--- src/rtl/cfg_chain_loader.sv ---
// cfg_chain_loader: source end of the ucore configuration chain.
// Accepts config words over a valid/ready stream and shifts each one into
// the first ucore (cfg_en/cfg_out) one cycle after its handshake, counting
// words against a programmed length and reporting busy/done/err.
//
// Optional build macro: CFG_LOAD_TIMEOUT_EN
//    defined   -> a stall counter aborts the load (err=1) after
//                 TIMEOUT_CYCLES consecutive STREAM cycles without a handshake
//    undefined -> STREAM waits on s_valid indefinitely
//
// state  | meaning
// -------+------------------------------------------------------------
// IDLE   | waiting for start; start with num_words=0 just pulses done
// STREAM | accepting words; remaining >= 1 holds here
// FINISH | last word is being shifted (cfg_en=1); done follows next cycle
module cfg_chain_loader #(
   parameter int CFG_WIDTH      = 64,
   parameter int CNT_WIDTH      = 16,
   parameter int TIMEOUT_CYCLES = 256
) (
   input  logic                 clk,
   input  logic                 reset,
   input  logic                 start,
   input  logic [CNT_WIDTH-1:0] num_words,
   input  logic                 abort,
   output logic                 busy,
   output logic                 done,
   output logic                 err,
   input  logic                 s_valid,
   output logic                 s_ready,
   input  logic [CFG_WIDTH-1:0] s_data,
   output logic                 cfg_en,
   output logic [CFG_WIDTH-1:0] cfg_out
);

   typedef enum logic [1:0] {
      IDLE   = 2'd0,
      STREAM = 2'd1,
      FINISH = 2'd2
   } state_t;

   state_t               state;
   logic [CNT_WIDTH-1:0] remaining;
   logic                 hs;
   logic                 stall_limit;

   if (TIMEOUT_CYCLES < 2) begin : g_bad_timeout
      $error("cfg_chain_loader: TIMEOUT_CYCLES must be >= 2");
   end

   // abort blocks the handshake in the same cycle so no word is half-taken
   assign s_ready = (state == STREAM) && !abort;
   assign hs      = s_valid && s_ready;
   assign busy    = (state != IDLE);

`ifdef CFG_LOAD_TIMEOUT_EN
   localparam int STALL_W = $clog2(TIMEOUT_CYCLES);

   logic [STALL_W-1:0] stall_cnt;

   assign stall_limit = (stall_cnt == STALL_W'(TIMEOUT_CYCLES - 1));

   // stall counter: held at zero outside STREAM, cleared by every handshake
   always_ff @(posedge clk) begin
      if (reset) begin
         stall_cnt <= '0;
      end else if ((state != STREAM) || hs) begin
         stall_cnt <= '0;
      end else begin
         stall_cnt <= stall_cnt + 1'b1;
      end
   end
`else
   assign stall_limit = 1'b0;
`endif

   // main sequencer: state, word count, chain shift and status flags
   always_ff @(posedge clk) begin
      if (reset) begin
         state     <= IDLE;
         remaining <= '0;
         done      <= 1'b0;
         err       <= 1'b0;
         cfg_en    <= 1'b0;
         cfg_out   <= '0;
      end else begin
         done   <= 1'b0;
         cfg_en <= 1'b0;
         if (hs) begin
            cfg_en  <= 1'b1;
            cfg_out <= s_data;
         end
         case (state)
            IDLE: begin
               if (start) begin
                  err <= 1'b0;
                  if (num_words == '0) begin
                     done <= 1'b1;
                  end else begin
                     remaining <= num_words;
                     state     <= STREAM;
                  end
               end
            end
            STREAM: begin
               // a handshake on the stall-limit cycle wins over the timeout
               if (abort || (!hs && stall_limit)) begin
                  state <= IDLE;
                  err   <= 1'b1;
               end else if (hs) begin
                  remaining <= remaining - 1'b1;
                  if (remaining == CNT_WIDTH'(1)) begin
                     state <= FINISH;
                  end
               end
            end
            FINISH: begin
               state <= IDLE;
               done  <= 1'b1;
            end
            default: begin
               state <= IDLE;
            end
         endcase
      end
   end

endmodule
--- config.mk ---
export PLATFORM = sky130hd
export DESIGN_NAME = cfg_chain_loader
export DESIGN_NICKNAME = d
export VERILOG_FILES = /design/src/rtl/cfg_chain_loader.sv
export SDC_FILE = /design/constraint.sdc
export NUM_CORES = 1
export LEC_CHECK = 0
export ABC_AREA = 0
export BUFFER_PORTS_ARGS = -buffer_cell sky130_fd_sc_hd__buf_4
export CORE_AREA = 2 2 96 98
export CTS_CLUSTER_SIZE = 10
export DETAILED_ROUTE_END_ITERATION = 10
export DIE_AREA = 0 0 98 100
export PLACE_DENSITY = 0.66
export SKIP_LAST_GASP = 1
export SLEW_MARGIN = 5
export SYNTH_ARGS = -nofsm -noshare
export SYNTH_HDL_FRONTEND = slang
export SYNTH_SLANG_ARGS = --single-unit
--- constraint.sdc ---
create_clock -name clk -period 3.89 [get_ports clk]
set_input_delay 0.389 -clock clk [delete_from_list [all_inputs] [get_ports clk]]
set_output_delay 0.389 -clock clk [all_outputs]
set_load 0.01 [all_outputs]
==> impl_results.md <==
- Result of the run: complete, no violations
- Post-Syn Instances: 437
- P_sw: 0.480 mW
- Required @ worst endpoint: 4.12 ns
- Register-to-register setup slack: 1.15 ns
- Count of nets after finishing: 660
- Worst-case headroom to the max-slew limit: 0.397
- Endpoints failing hold: 0
- Met2 wire length: 4.31 mm
- Setup Slack @ Placement: around 1.2 ns
- Detailed-routed wire length on met3: 1.01 mm
- Number of iterations in the first detailed-routing pass: 5
- WL/cell: 13.8 um
- Library cell used as clock root buffer: sky130_fd_sc_hd__clkbuf_8
- Setup slack of the critical path after layout: 1.15 ns
- Number of rows created at floorplan: 35
- Number of warning messages in the yosys log: 0
- Internal Power: ~1.3 mW
- Mean Syn Cell Area: about 7.8 sq um
- Crit start category: flop
- Clock latency on the worst-skew pair: between 0.3 and 0.4 ns
- Area Growth Syn to Fin: 41.4%
- Post-DR vias/cell: 5.09
- Capture point of the critical path: remaining[10]$_SDFFE_PP0P_
- Pin count of the biggest net entering global routing: between 80 and 90
- Proportion of register bits with asynchronous set or reset after synthesis: 0
- Capture point of the worst reg-to-reg path: remaining[10]$_SDFFE_PP0P_
- Post-synthesis cell area: 3390 sq um
- Number of stages on the worst hold path: 3
- Layout cell share with drive strength beyond 1: 0.300
- Layout Cell Area excl Fill: 4800 sq um
- Number of gates resized after CTS: 0
- Peak clock frequency supported by timing: 364 MHz
- Sink Count: 85
- Number of global-route vias before repair: 3169
- Wire length after detailed routing: between 9 and 10 mm
- Total power draw: ~1.8 mW
- Setup bufs post-CTS: 0
- Origin of the worst setup path: state[0]$_SDFFE_PP0P_
- Power per Cell Area: 381 nW/um^2
- Cts bufs inserted: 9
- Most used standard cell by instance count after synthesis: sky130_fd_sc_hd__nand2_1
- Post-Route Setup TNS: 0 ns
- HPWL after detailed placement: slightly below 7 mm
- Area of placed instances: 4600 sq um
- Layout Utilization: 0.539
- TritonCTS clock tree: done
- Number of endpoints failing setup at the final stage: 0
- Startpoint of the lowest-slack register-to-register path: state[0]$_SDFFE_PP0P_
- GRT Resource Usage Total: 0.186
- Count of routing violations after the opening detailed-route iteration: 170
- Global-route wire length before repair: 15.0 mm
- Vias: 3503
- Category of the worst setup path capture point: flop
- Yosys cell types: 34
- Most area-consuming cells after synthesis: sky130_fd_sc_hd__dfxtp_1 (50%), sky130_fd_sc_hd__nand2_1 (16%), sky130_fd_sc_hd__a21oi_1 (12%), sky130_fd_sc_hd__clkbuf_1 (3.2%), sky130_fd_sc_hd__a32o_1 (1.5%)
- Last weighted congestion value of the routability-driven placer: 0.896
- Io pins: 154
- Sum of overflow across all layers after global routing: 0
- Proportion of synthesized chip area in sequential cells: 0.502
- Antenna diode count: 0
- Antenna violations before repair: 0
- Worst min path class: in2reg
- Placeable Area: 8890 sq um
- Worst setup path class: reg2reg
- IR Drop Worst-Case VDD: 0.152 mV
- Layout Cells excl Fill: 688
- CTS HTree Levels: 3
- Most numerous cell types in the synthesized netlist: sky130_fd_sc_hd__nand2_1 (147), sky130_fd_sc_hd__dfxtp_1 (85), sky130_fd_sc_hd__a21oi_1 (80), sky130_fd_sc_hd__clkbuf_1 (29), sky130_fd_sc_hd__nor2_1 (13)
- Worst EP arrival: 2.98 ns
- Maximum net fanout on the critical path: 40
- Met1 Wirelength: 4.04 mm
- Net Count, Synth: 524
- Hold buffer count at cts: 0
- Depth of the worst register-to-register path: 4
- Static leakage: 1.97 nW
- Post-route fraction of the period consumed by the critical path: 0.706
- Area share of the leading cell type in the synthesized netlist: 0.502
- Die span in y: 100 um
- Full die area: 9800 sq um
- Post-route minimum period: 2.74 ns
- Proportion of power drawn by flip-flops and latches: 0.510
- Max-slew violation count: 0
- Seq cells post-synth: 85
- Number of enable flip-flop cells after synthesis: 0
- Slew at the pin closest to its max-slew limit: 0.905 ns
- Placed cell count: roughly 670
- Uppermost metal layer occupied by signal nets: met4
- Setup repair after global routing missed its margin: false
- DRT antenna net count: 0
- Clock transition at the registers of the reported paths: 0.08 ns
- Logic pwr share: 0.150
- Clock skew after layout: 0.0102 ns
- Dominant synthesized flop cell: sky130_fd_sc_hd__dfxtp_1
- Hold WS: 0.282 ns
- DRC errors left: 0
- Port bufs: 153
- Die Width: roughly 98 um
- Clock Power Share: 0.340
- Max-capacitance violation count: 0
- Starting density of the core: 0.381
- Area leader, netlist: sky130_fd_sc_hd__dfxtp_1
- Switching share of power: 0.263
- Clock Tree Buf Depth: 2
-- worst min-delay path by stage --
stage	from	endpoint	slack, ns
after floorplan	remaining[1]$_SDFFE_PP0P_	remaining[1]$_SDFFE_PP0P_	0.45
after global placement	cfg_out[59]$_SDFFE_PP0P_	cfg_out[59]$_SDFFE_PP0P_	0.44
after detailed placement	cfg_out[16]$_SDFFE_PP0P_	cfg_out[16]$_SDFFE_PP0P_	0.45
after CTS	s_data[17]	cfg_out[17]$_SDFFE_PP0P_	0.26
after global routing	s_data[7]	cfg_out[7]$_SDFFE_PP0P_	0.26
final	s_data[7]	cfg_out[7]$_SDFFE_PP0P_	0.28
-- worst max-delay path: stages, from the launching register on --
cell and delay (ns):
sky130_fd_sc_hd__dfxtp_1 0.45, sky130_fd_sc_hd__nor2b_1 0.62, sky130_fd_sc_hd__nand2_2 0.63, sky130_fd_sc_hd__or4_1 0.67, sky130_fd_sc_hd__a32o_1 0.27
-- cell families (layout without fill, tap and decap cells) --
logic type	count (synthesis)	in the layout	share of synthesized area
and+or+nand+nor	199	199	0.252
AOI/OAI and AO/OA	116	116	0.200
DFF	85	85	0.502
buffers and inverters	35	175	0.0391
adders and majority gates	2	2	0.00738
-- power by group through the flow --
stage	combinational [mW]	clock, mW	sequential [mW]
finish	0.274	0.620	0.931
global route	0.302	0.678	0.937
CTS	0.274	0.643	0.931
detailed placement	0.273	0	0.951
global placement	0.272	0	0.950
floorplan	0.140	0	0.952
-- layout by cell type, fill, tap and decap left out, types with 2 or more instances in the layout --
| cell type | instances |
|---|---|
| sky130_fd_sc_hd__a211oi_1 | 3 |
| sky130_fd_sc_hd__a21oi_1 | 80 |
| sky130_fd_sc_hd__a221oi_1 | 3 |
| sky130_fd_sc_hd__a22o_1 | 2 |
| sky130_fd_sc_hd__a32o_1 | 5 |
| sky130_fd_sc_hd__and3_1 | 2 |
| sky130_fd_sc_hd__buf_4 | 155 |
| sky130_fd_sc_hd__clkbuf_8 | 10 |
| sky130_fd_sc_hd__clkinvlp_4 | 3 |
| sky130_fd_sc_hd__dfxtp_1 | 85 |
| sky130_fd_sc_hd__ha_1 | 2 |
| sky130_fd_sc_hd__inv_1 | 5 |
| sky130_fd_sc_hd__nand2_1 | 146 |
| sky130_fd_sc_hd__nand2b_1 | 2 |
| sky130_fd_sc_hd__nand3_1 | 3 |
| sky130_fd_sc_hd__nor2_1 | 13 |
| sky130_fd_sc_hd__nor2b_1 | 3 |
| sky130_fd_sc_hd__nor3_1 | 6 |
| sky130_fd_sc_hd__nor4_1 | 8 |
| sky130_fd_sc_hd__o211ai_1 | 3 |
| sky130_fd_sc_hd__o21ai_0 | 7 |
| sky130_fd_sc_hd__o31ai_1 | 6 |
| sky130_fd_sc_hd__o32ai_1 | 3 |
| sky130_fd_sc_hd__or3_1 | 6 |
| sky130_fd_sc_hd__or4_1 | 3 |
-- flip-flops by register name, summed over array words and instances, names as in the netlist --
signal and flops:
done 1, cfg_en 1, remaining 16, state 2, err 1, cfg_out 64
-- layer usage --
metal	vias up	track usage
li1	1770	-
met1	1564	0.229
met2	154	0.297
met3	15	0.0850
met4	0	0.0545
met5	-	0
-- layout make-up --
type | count | area, sq um
clock inverters | 5 | 61.3
repair buffers | 155 | 1160
inverters | 5 | 18.8
flip-flops and latches | 85 | 1700
well taps | 111 | 139
clock buffers | 10 | 138
fillers | 873 | 4090
multi-input cells | 317 | 1570
Note: power is estimated with default switching activity, not from simulation.
